<file path="src/rtl/imem_loader.sv">
// Instruction memory boot/reload controller: packs a host byte stream big-endian
// into 32-bit words and writes them to imem while holding the CPU stalled.
module imem_loader #(
  parameter int n       = 32,
  parameter int r       = 6,
  parameter int TIMEOUT = 1024
) (
  input  logic         clk,
  input  logic         reset,
  input  logic         start,
  input  logic [r:0]   load_len,
  input  logic         byte_valid,
  input  logic [7:0]   byte_data,
  output logic         byte_ready,
  input  logic [r-1:0] cpu_addr,
  output logic [r-1:0] imem_addr,
  output logic         we,
  output logic [n-1:0] wdata,
  output logic         cpu_stall,
  output logic         done,
  output logic         error,
  output logic [r:0]   loaded_words
);

  localparam logic [1:0] RUN   = 2'd0;
  localparam logic [1:0] LOAD  = 2'd1;
  localparam logic [1:0] WRITE = 2'd2;
  localparam logic [1:0] ERROR = 2'd3;

  localparam int            TW      = $clog2(TIMEOUT) + 1;
  localparam logic [TW-1:0] TO_LAST = TW'(TIMEOUT - 1);
  localparam logic [r:0]    DEPTH   = {1'b1, {r{1'b0}}};

  logic [1:0]    state;
  logic [r-1:0]  waddr;
  logic [1:0]    bcnt;
  logic [TW-1:0] tcnt;
  logic [r:0]    len;
  logic [r:0]    len_clamp;

  assign len_clamp = (load_len > DEPTH) ? DEPTH : load_len;

  // Handshake and status outputs are pure functions of state, so they take
  // their reset values the instant the state register resets.
  assign byte_ready = (state == LOAD);
  assign we         = (state == WRITE);
  assign cpu_stall  = (state != RUN);
  assign error      = (state == ERROR);
  assign imem_addr  = (state == LOAD || state == WRITE) ? waddr : cpu_addr;

  always_ff @(posedge clk or posedge reset) begin
    if (reset) begin
      state        <= RUN;
      waddr        <= '0;
      bcnt         <= '0;
      tcnt         <= '0;
      len          <= '0;
      wdata        <= '0;
      done         <= 1'b0;
      loaded_words <= '0;
    end else begin
      done <= 1'b0;
      case (state)
        RUN, ERROR: begin
          if (start) begin
            len          <= len_clamp;
            waddr        <= '0;
            bcnt         <= '0;
            tcnt         <= '0;
            loaded_words <= '0;
            if (len_clamp == '0) begin
              done  <= 1'b1;
              state <= RUN;
            end else begin
              state <= LOAD;
            end
          end
        end
        LOAD: begin
          if (byte_valid) begin
            // first byte of each word lands in the MSB
            case (bcnt)
              2'd0:    wdata[31:24] <= byte_data;
              2'd1:    wdata[23:16] <= byte_data;
              2'd2:    wdata[15:8]  <= byte_data;
              default: wdata[7:0]   <= byte_data;
            endcase
            bcnt <= bcnt + 1'b1;
            tcnt <= '0;
            if (bcnt == 2'd3) state <= WRITE;
          end else if (tcnt == TO_LAST) begin
            state <= ERROR;
          end else begin
            tcnt <= tcnt + 1'b1;
          end
        end
        WRITE: begin
          loaded_words <= loaded_words + 1'b1;
          tcnt         <= '0;
          if ({1'b0, waddr} == len - 1'b1) begin
            state <= RUN;
            done  <= 1'b1;
          end else begin
            waddr <= waddr + 1'b1;
            state <= LOAD;
          end
        end
        default: state <= RUN;
      endcase
    end
  end

endmodule

</file>
<file path="config.mk">
export PLATFORM = sky130hd
export DESIGN_NAME = imem_loader
export DESIGN_NICKNAME = d
export VERILOG_FILES = /design/src/rtl/imem_loader.sv
export SDC_FILE = /design/constraint.sdc
export NUM_CORES = 1
export LEC_CHECK = 0
export CORE_UTILIZATION = 48
export CTS_BUF_LIST = sky130_fd_sc_hd__clkbuf_8
export CTS_CLUSTER_SIZE = 12
export DETAILED_ROUTE_END_ITERATION = 10
export GPL_TIMING_DRIVEN = 0
export PLACE_DENSITY = 0.85
export SLEW_MARGIN = 20
export SYNTH_ARGS = -nofsm -noshare
export SYNTH_HDL_FRONTEND = slang
export SYNTH_SLANG_ARGS = --single-unit
</file>
<file path="constraint.sdc">
create_clock -name clk -period 2.6 [get_ports clk]
set_clock_uncertainty 0.15 [all_clocks]
set_input_delay 0.52 -clock clk [delete_from_list [all_inputs] [get_ports clk]]
set_output_delay 0.52 -clock clk [all_outputs]
set_load 0.1 [all_outputs]
</file>
* After elaboration in Yosys (flattened, before gate mapping)
Cells that the tools add are included.
** Storage, ports and cells
- Bits of input ports :: 25
- Flip-flop bits (word level) :: 68
- Word-level logic and storage cells :: 76
- Output and inout port bits :: 50
** Cells by class
- Mux-type cells :: 25
- Add/sub/neg operators :: 5
- Magnitude comparators :: 1
- Reduce and logical (&&, ||, !) cells :: 19
- Equality and inequality tests :: 14
- Bitwise logic cells :: 1
** Operator list (number)
- 11-bit two-way mux :: 3
- 11-bit case mux with 3 select lines :: 1
- 3-bit AND reduction :: 7
- 6-bit two-way mux :: 3
- 7-bit two-way mux :: 2
- 7-bit case mux with 2 select lines :: 1
- 2-bit two-way mux :: 6
- 6-bit case mux with 2 select lines :: 1
- 11-bit by 1-bit adder with 11-bit output (second input constant) :: 1
- 11-bit by 10-bit equality test with 1-bit output (second input constant) :: 1
- 2-bit equality test (second input constant) :: 4
- 7-bit by 1-bit adder with 7-bit output (second input constant) :: 1
- 6-bit by 7-bit equality test with 1-bit output :: 1
- 7-bit greater-than comparator (second input constant) :: 1
- 7-bit logical NOT :: 1
- 7-bit by 1-bit subtractor with 7-bit output (second input constant) :: 1
- 6-bit by 1-bit adder with 6-bit output (second input constant) :: 1
- 2-bit inequality test (second input constant) :: 3
- 3-bit by 2-bit inequality test with 1-bit output (second input constant) :: 2
- 2-bit case mux with 3 select lines :: 1
- 2-bit AND reduction :: 3
- 2-bit nonzero test :: 3
- 1-bit two-way mux :: 5
- 2-bit by 1-bit equality test with 1-bit output (second input constant) :: 2
- 9 further kinds :: 10

* Logic depth before layout (Yosys ltp)
Gate-level depths: netlist of run 1.
- Word-level depth :: 6
- Mapped depth :: 10
- Depth with buffers taken out :: 8

* Least setup slack after synthesis of run 1
OpenSTA, ideal clock, no wires.
- Path type :: reg2reg
- Start :: reg state[0]
- End :: reg waddr[5]
- Arrival :: 2.548 ns
- Period minus slack after synthesis :: 2.833 ns
- Cell stages (with the launch flop) :: 10
- Data required time :: 2.314 ns
- Library setup time :: 0.136 ns
- Path slack :: -0.233 ns
- Buffers on the path :: 1
- Cell sequence :: dfrtp_1 > inv_1 > ha_1 > buf_6 > inv_1 > a21oi_1 > nand4_1 > or2_2 > nor3_1 > nor3b_2
** Between the ends
- Elaborated cells on any way between the ends :: 9
- Classes of those cells :: eq/ne: 4; mux: 1; reduce/logical: 4
** RTL lines
- from (decl) :: RTL line 34 : logic [1:0] state;
- from (signal assigned) :: RTL line 53 : state <= RUN;
- from (signal assigned) :: RTL line 73 : state <= RUN;
- from (signal assigned) :: RTL line 75 : state <= LOAD;
- 2-bit equality test *
- via we :: RTL line 17 : output logic we,
- 2-bit inequality test (no source line) or 2-bit nonzero test (tied branches)
- 3-bit AND reduction (no source line)
- to (signal assigned) :: RTL line 104 : waddr <= waddr + 1'b1;
- to (decl) :: RTL line 35 : logic [r-1:0] waddr;
The timed path passes the listed nets; every way through them passes the cells marked *.
A chain may end at the register's enable or synchronous reset.

* Final worst setup path of run 1
- Start :: reg loaded_words[1]
- End :: out loaded_words[1]
** RTL lines
- from (decl) :: RTL line 22 : output logic [r:0] loaded_words
- from (signal assigned) :: RTL line 98 : loaded_words <= loaded_words + 1'b1;
No word-level cell between the ends.

==> results of run 1 <==
## logic make-up after synthesis
| family | after synthesis | share of synthesized area, % |
|---|---|---|
| simple gates | 106 | 15.56 |
| flops | 68 | 48.75 |
| compound gates | 48 | 8.459 |
| mux | 43 | 13.73 |
| buf+inv | 25 | 4.122 |
| xor+xnor | 16 | 4.732 |
| fa+ha+maj | 13 | 4.660 |
## synth_stat cells (2+ instances only)
master    count  share of area (%)
dfrtp_1      68                 49
mux2_2       39                 13
nand2_1      23                2.5
o21ai_0      23                3.3
nor2_1       22                2.4
nand3_1      14                2.0
ha_1         13                4.7
inv_1        13                1.4
xor2_1       11                2.8
nand4_1      10                1.8
a21oi_1       8                1.1
nor3_1        8                1.1
nand2b_1      7                1.3
or3_1         6                1.1
clkbuf_1      4               0.43
mux2i_1       4                1.1
clkbuf_8      3                1.2
nor4_1        3               0.54
xnor2_1       3               0.75
a31oi_1       2               0.36
a32o_1        2               0.57
and4_1        2               0.50
buf_6         2               0.65
nor2b_1       2               0.36
nor3b_1       2               0.43
or2_2         2               0.36
or4_1         2               0.43
## cell type report
| class | instances | area (um2) |
|---|---|---|
| Buffer | 11 | 107.6 |
| Clock buffer | 9 | 123.9 |
| Clock inverter | 7 | 101.3 |
| Fill cell | 539 | 2200 |
| Inverter | 13 | 51.30 |
| Multi-Input combinational cell | 226 | 1700 |
| Sequential cell | 68 | 1702 |
| Tap cell | 96 | 120.1 |
| Timing Repair Buffer | 81 | 800.8 |
## per-stage QoR
step	area, um2	std cells	hold slack, ns	worst slack, ns
global route	4707	511	0.3732	-0.008053
CTS	4648	508	0.3606	0.002469
floorplan	3503	319	0.3343	0.002529
finish	4707	511	0.3553	0.04238
global placement	4364	489	0.3366	-0.8458
detailed placement	4387	490	0.3424	-0.6914
## flip-flops by register name, indices dropped and copies added (netlist names)
register and cells:
bcnt 2, done 1, len 7, loaded_words 7, state 2, tcnt 11
waddr 6, wdata 32
## metal layers
layer | track usage [%] | up-vias | wire length [um]
met1 | 25.74 | 1353 | 3351
met3 | 9.953 | 8 | 676
met4 | 7.601 | 0 | 80
met2 | 40.34 | 95 | 4146
li1 | - | 1325 | -
met5 | 0 | - | 0
## repair_timing
item	4_1_cts	5_1_grt
setup buffers	3	3
resized for setup	55	14
pin swaps	4	6
setup endpoints to repair	21	16
## path summary, 6_finish.rpt
| kind | depth (start not counted) | to | slack [ns] | from |
|---|---|---|---|---|
| max | 1 | loaded_words[1] | 0.04 | loaded_words[1]$_DFFE_PP0P_ |
| min | 2 | done$_DFF_PP0_ | 0.36 | reset |
| max reg2reg | 9 | waddr[0]$_DFFE_PP0P_ | 0.05 | len[1]$_DFFE_PP0P_ |
| min reg2reg | 1 | wdata[30]$_DFFE_PP0P_ | 0.36 | wdata[30]$_DFFE_PP0P_ |
| max in group asynchronous | 3 | tcnt[2]$_DFFE_PP0P_ | 1.41 | reset |
| min in group clk | 1 | wdata[30]$_DFFE_PP0P_ | 0.36 | wdata[30]$_DFFE_PP0P_ |
==> results.yml, run 1 <==
route:
  viasPerCell: 5.442
  initialDrtViolationCount: 103
  finalWirelength_um: 8254
  drc_errors: 0
  vias: 2781
  drtAntennaViolNets: 0
  drtPass1Iterations: 4
  wire_per_inst_um: 16.15
cells_and_area:
  drive_above_1_share_pct: 22.65
  num_antenna_cells: 0
  layout_commonest_cell: "dfrtp_1"
  fin_util_pct: 68.15
  layout_common_cells: "dfrtp_1, clkdlybuf4s50_1, mux2_2"
  syn2layout_area_growth_pct: 34.84
  nets: 448
cts:
  root_buffer: "clkbuf_8"
  clockBufferDepth: 2
  cts_tree: "yes"
  clkTransAtPathRegs_ns: 0.08
  ctsHtreeMaxLevel: 3
  clkSinkCount: 68
  cts_made_buffers: 9
  clock_latency_ns: 0.34
  hold_buffers: 0
setup_path:
  slowest_delay_ns: 1.15
  critPathSlowestCell: "clkdlybuf4s50_1"
  crit_chain: "clkdlybuf4s50_1"
  required_ns: 1.93
  worst_setup_path_start_kind: "flip-flop"
  criticalPathCategory: "flip-flop to primary output"
  worstPathArrival_ns: 1.89
  cp_top_family: "buffers and inverters"
  worstPathMaxFanout: 4
  cp_num_buf_inv: 1
  worst_setup_path_end_kind: "primary output"
die:
  core_um2: 6907
  initial_core_util_pct: 50.54
  die_x_um: 87.28
  ios: 75
  dieArea_um2: 7618
  placementRows: 30
  die_y_um: 87.28
logic_synthesis:
  synth_ff_type: "dfrtp_1"
  async_flop_share_pct: 100.0
  synth-seq-cells: 68
  yosys_warnings: 0
  syn_nets: 357
  yosysSeqAreaShare_pct: 48.75
  yosys.cell_types.count: 48
  synth-edff-count: 0
  syn_area_um2: 3491
  postSynthAreaPerCell_um2: 10.94
  syn_inst: 319
global_route:
  grt_use_total_pct: 23.30
  grt_overflow: 0
  grt_pass1_wl_um: 13390
  grt_pass1_vias: 2849
  grt_antenna_before_repair: 0
  grt_max_degree: 41
sta:
  slew_viol_final: 0
  rsz0062_at_grt: "yes"
  period_share_pct: 98.37
  fin_tns_setup_ns: 0
  setup_viol: 0
  clock.fmax_mhz: 391.0
  worst_pin_slew_ns: 1.017
  min_period_ns: 2.558
  hold_viol: 0
  max-slew-margin-rel_pct: 31.96
worst_hold_path:
  hold_class: "input port to async pin"
placed_design:
  routabilityCongestion: 0.7565
  hpwlAfterDp_um: 5672
  port_buffers: 74
outcome:
  status: "finished, final reports clean"
run:
  drv_cap: 0
Power of run 1 is left out: the tool's default activity adds up to more than one toggle a clock period on the data nets, which glitch-free logic cannot reach.
==> inputs of run 2 (changes only) <==
- CORE_UTILIZATION: 48 -> 62
- DONT_BUFFER_PORTS: not set -> 1
- PLACE_DENSITY: 0.85 -> 0.84
- clock period: 2.6 -> 3.1 ns (I/O delays scaled with it)
==> run 2 against run 1 <==
Net effect:
- register-to-register slack better by 0.16 ns
- routed wire length is 19% lower
- first-iteration DRC count is 77% higher
- clock-buffer cell count stayed put
- via count is 15% lower
- critical path depth is 8 higher
- global-route usage is 1.1 points higher
- setup slack better by 0.16 ns
- sequential cell count stayed put
- non-clock buffer count is 79 lower
- hold slack worse by 0.089 ns
- sequential share of layout area is 8.3 points higher
==> results.yml, run 2 (synthesized netlist as in run 1, its figures left out) <==
cts:
  clkTransAtPathRegs_ns: 0.08
  ctsHtreeMaxLevel: 3
  root_buffer: "clkbuf_8"
  cts_made_buffers: 9
  cts_tree: "yes"
  post_cts_buffers: 0
  clock_latency_ns: 0.34
  clockBufferDepth: 2
  clkSinkCount: 68
setup_path:
  required_ns: 3.17
  worst_setup_path_end_kind: "flip-flop"
  worstPathMaxFanout: 11
  criticalPathCategory: "flip-flop to flip-flop"
  worst_setup_path_start_kind: "flip-flop"
  worstPathArrival_ns: 2.97
sta:
  min_period_ns: 2.894
  max-slew-margin-rel_pct: 33.56
  clock.fmax_mhz: 345.6
  hold_viol: 0
  worst_pin_slew_ns: 0.9966
  period_share_pct: 93.35
  slew_viol_final: 0
  setup_viol: 0
  rsz0062_at_grt: "no"
worst_hold_path:
  hold_class: "input port to flip-flop"
placed_design:
  port_buffers: 0
  routabilityCongestion: 0.7977
  hpwlAfterDp_um: 4779
  place_area_um2: 3601
global_route:
  grt_pass1_vias: 2360
  grt_use_total_pct: 24.40
  grt_max_degree: 39
  grt_pass1_wl_um: 11190
  grt_antenna_before_repair: 0
  grt_overflow: 0
die:
  initial_core_util_pct: 66.24
  ios: 75
  dieArea_um2: 5934
  core_um2: 5270
  die_y_um: 77.04
  placementRows: 26
  die_x_um: 77.04
cells_and_area:
  regMostFlops: "wdata"
  fillers: 396
  layout_commonest_cell: "dfrtp_1"
  largestRegisters: "wdata: 32 flops, tcnt: 11 flops"
  finalInstanceArea_um2: 3826
  nets: 369
  num_antenna_cells: 0
  largest_register_ffs: 32
  drive_above_1_share_pct: 22.02
  layout_common_cells: "dfrtp_1, mux2_2, nand2_1, o21ai_0, nor2_1"
  syn2layout_area_growth_pct: 9.606
outcome:
  status: "finished, final reports clean"
run:
  drv_cap: 0
route:
  drc_errors: 0
  viasPerCell: 5.803
  wire_per_inst_um: 16.50
  drtAntennaViolNets: 0
  vias: 2356
  drtPass1Iterations: 4
  finalWirelength_um: 6701
  initialDrtViolationCount: 182
==> run 2: stage by stage <==
step	std cells	setup TNS, ns	setup WS [ns]	utilization (%)	hold WS, ns
after floorplan	319	0	0.2667	-	0.3343
after global placement	389	-1.941	-0.03157	67.90	0.3560
after detailed placement	390	-0.01655	-0.01655	68.33	0.3698
after CTS	407	0	0.07350	72.60	0.2507
after global routing	406	0	0.03919	72.60	0.2452
final	406	0	0.2063	72.60	0.2662
==> run 2: final timing paths <==
kind	startpoint	endpoint	slack [ns]	depth (start not counted)
max	len[0]$_DFFE_PP0P_	state[0]$_DFFE_PP0P_	0.21	9
min	byte_data[3]	wdata[19]$_DFFE_PP0P_	0.27	1
max reg2reg	len[0]$_DFFE_PP0P_	state[0]$_DFFE_PP0P_	0.21	9
min reg2reg	tcnt[0]$_DFFE_PP0P_	tcnt[0]$_DFFE_PP0P_	0.38	1
max in group asynchronous	reset	wdata[16]$_DFFE_PP0P_	1.67	3
min in group asynchronous	reset	len[4]$_DFFE_PP0P_	0.61	2
==> run 2: per-layer routing <==
metal	track usage [%]	vias to the layer above	wire length, um
met4	10.38	0	77
met2	37.95	61	3094
li1	-	1162	-
met5	0	-	0
met1	31.72	1126	3149
met3	7.381	7	380
==> run 2: area by class of cell <==
type                       instances  area [um2]  area share, %
multi-input combinational        226        1657          43.30
clock inverter                     7       82.58          2.158
timing repair buffer               2       30.03         0.7848
sequential                        68        1702          44.47
tap                               70       87.58          2.289
clock buffer                       9       123.9          3.237
inverter                          13       51.30          1.341
buffer                            11       92.59          2.420
==> run 2: critical path, stage by stage (launching register included) <==
cell      delay (ns)
dfrtp_1         0.54
inv_1           0.08
ha_1            0.28
nor3b_1         0.18
or4_1           0.51
a31o_1          0.26
or3_1           0.32
clkbuf_2        0.16
a31oi_1         0.19
mux2i_1         0.10
==> run 2: repair_timing <==
action | CTS | global route
endpoints found under the hold margin | 10 | 0
gates resized for setup | 2 | 2
gates cloned | 0 | 0
endpoints found under the setup margin | 1 | 12
hold buffers | 1 | 0
pin swaps | 0 | 0
Power of run 2 is left out for the same reason.
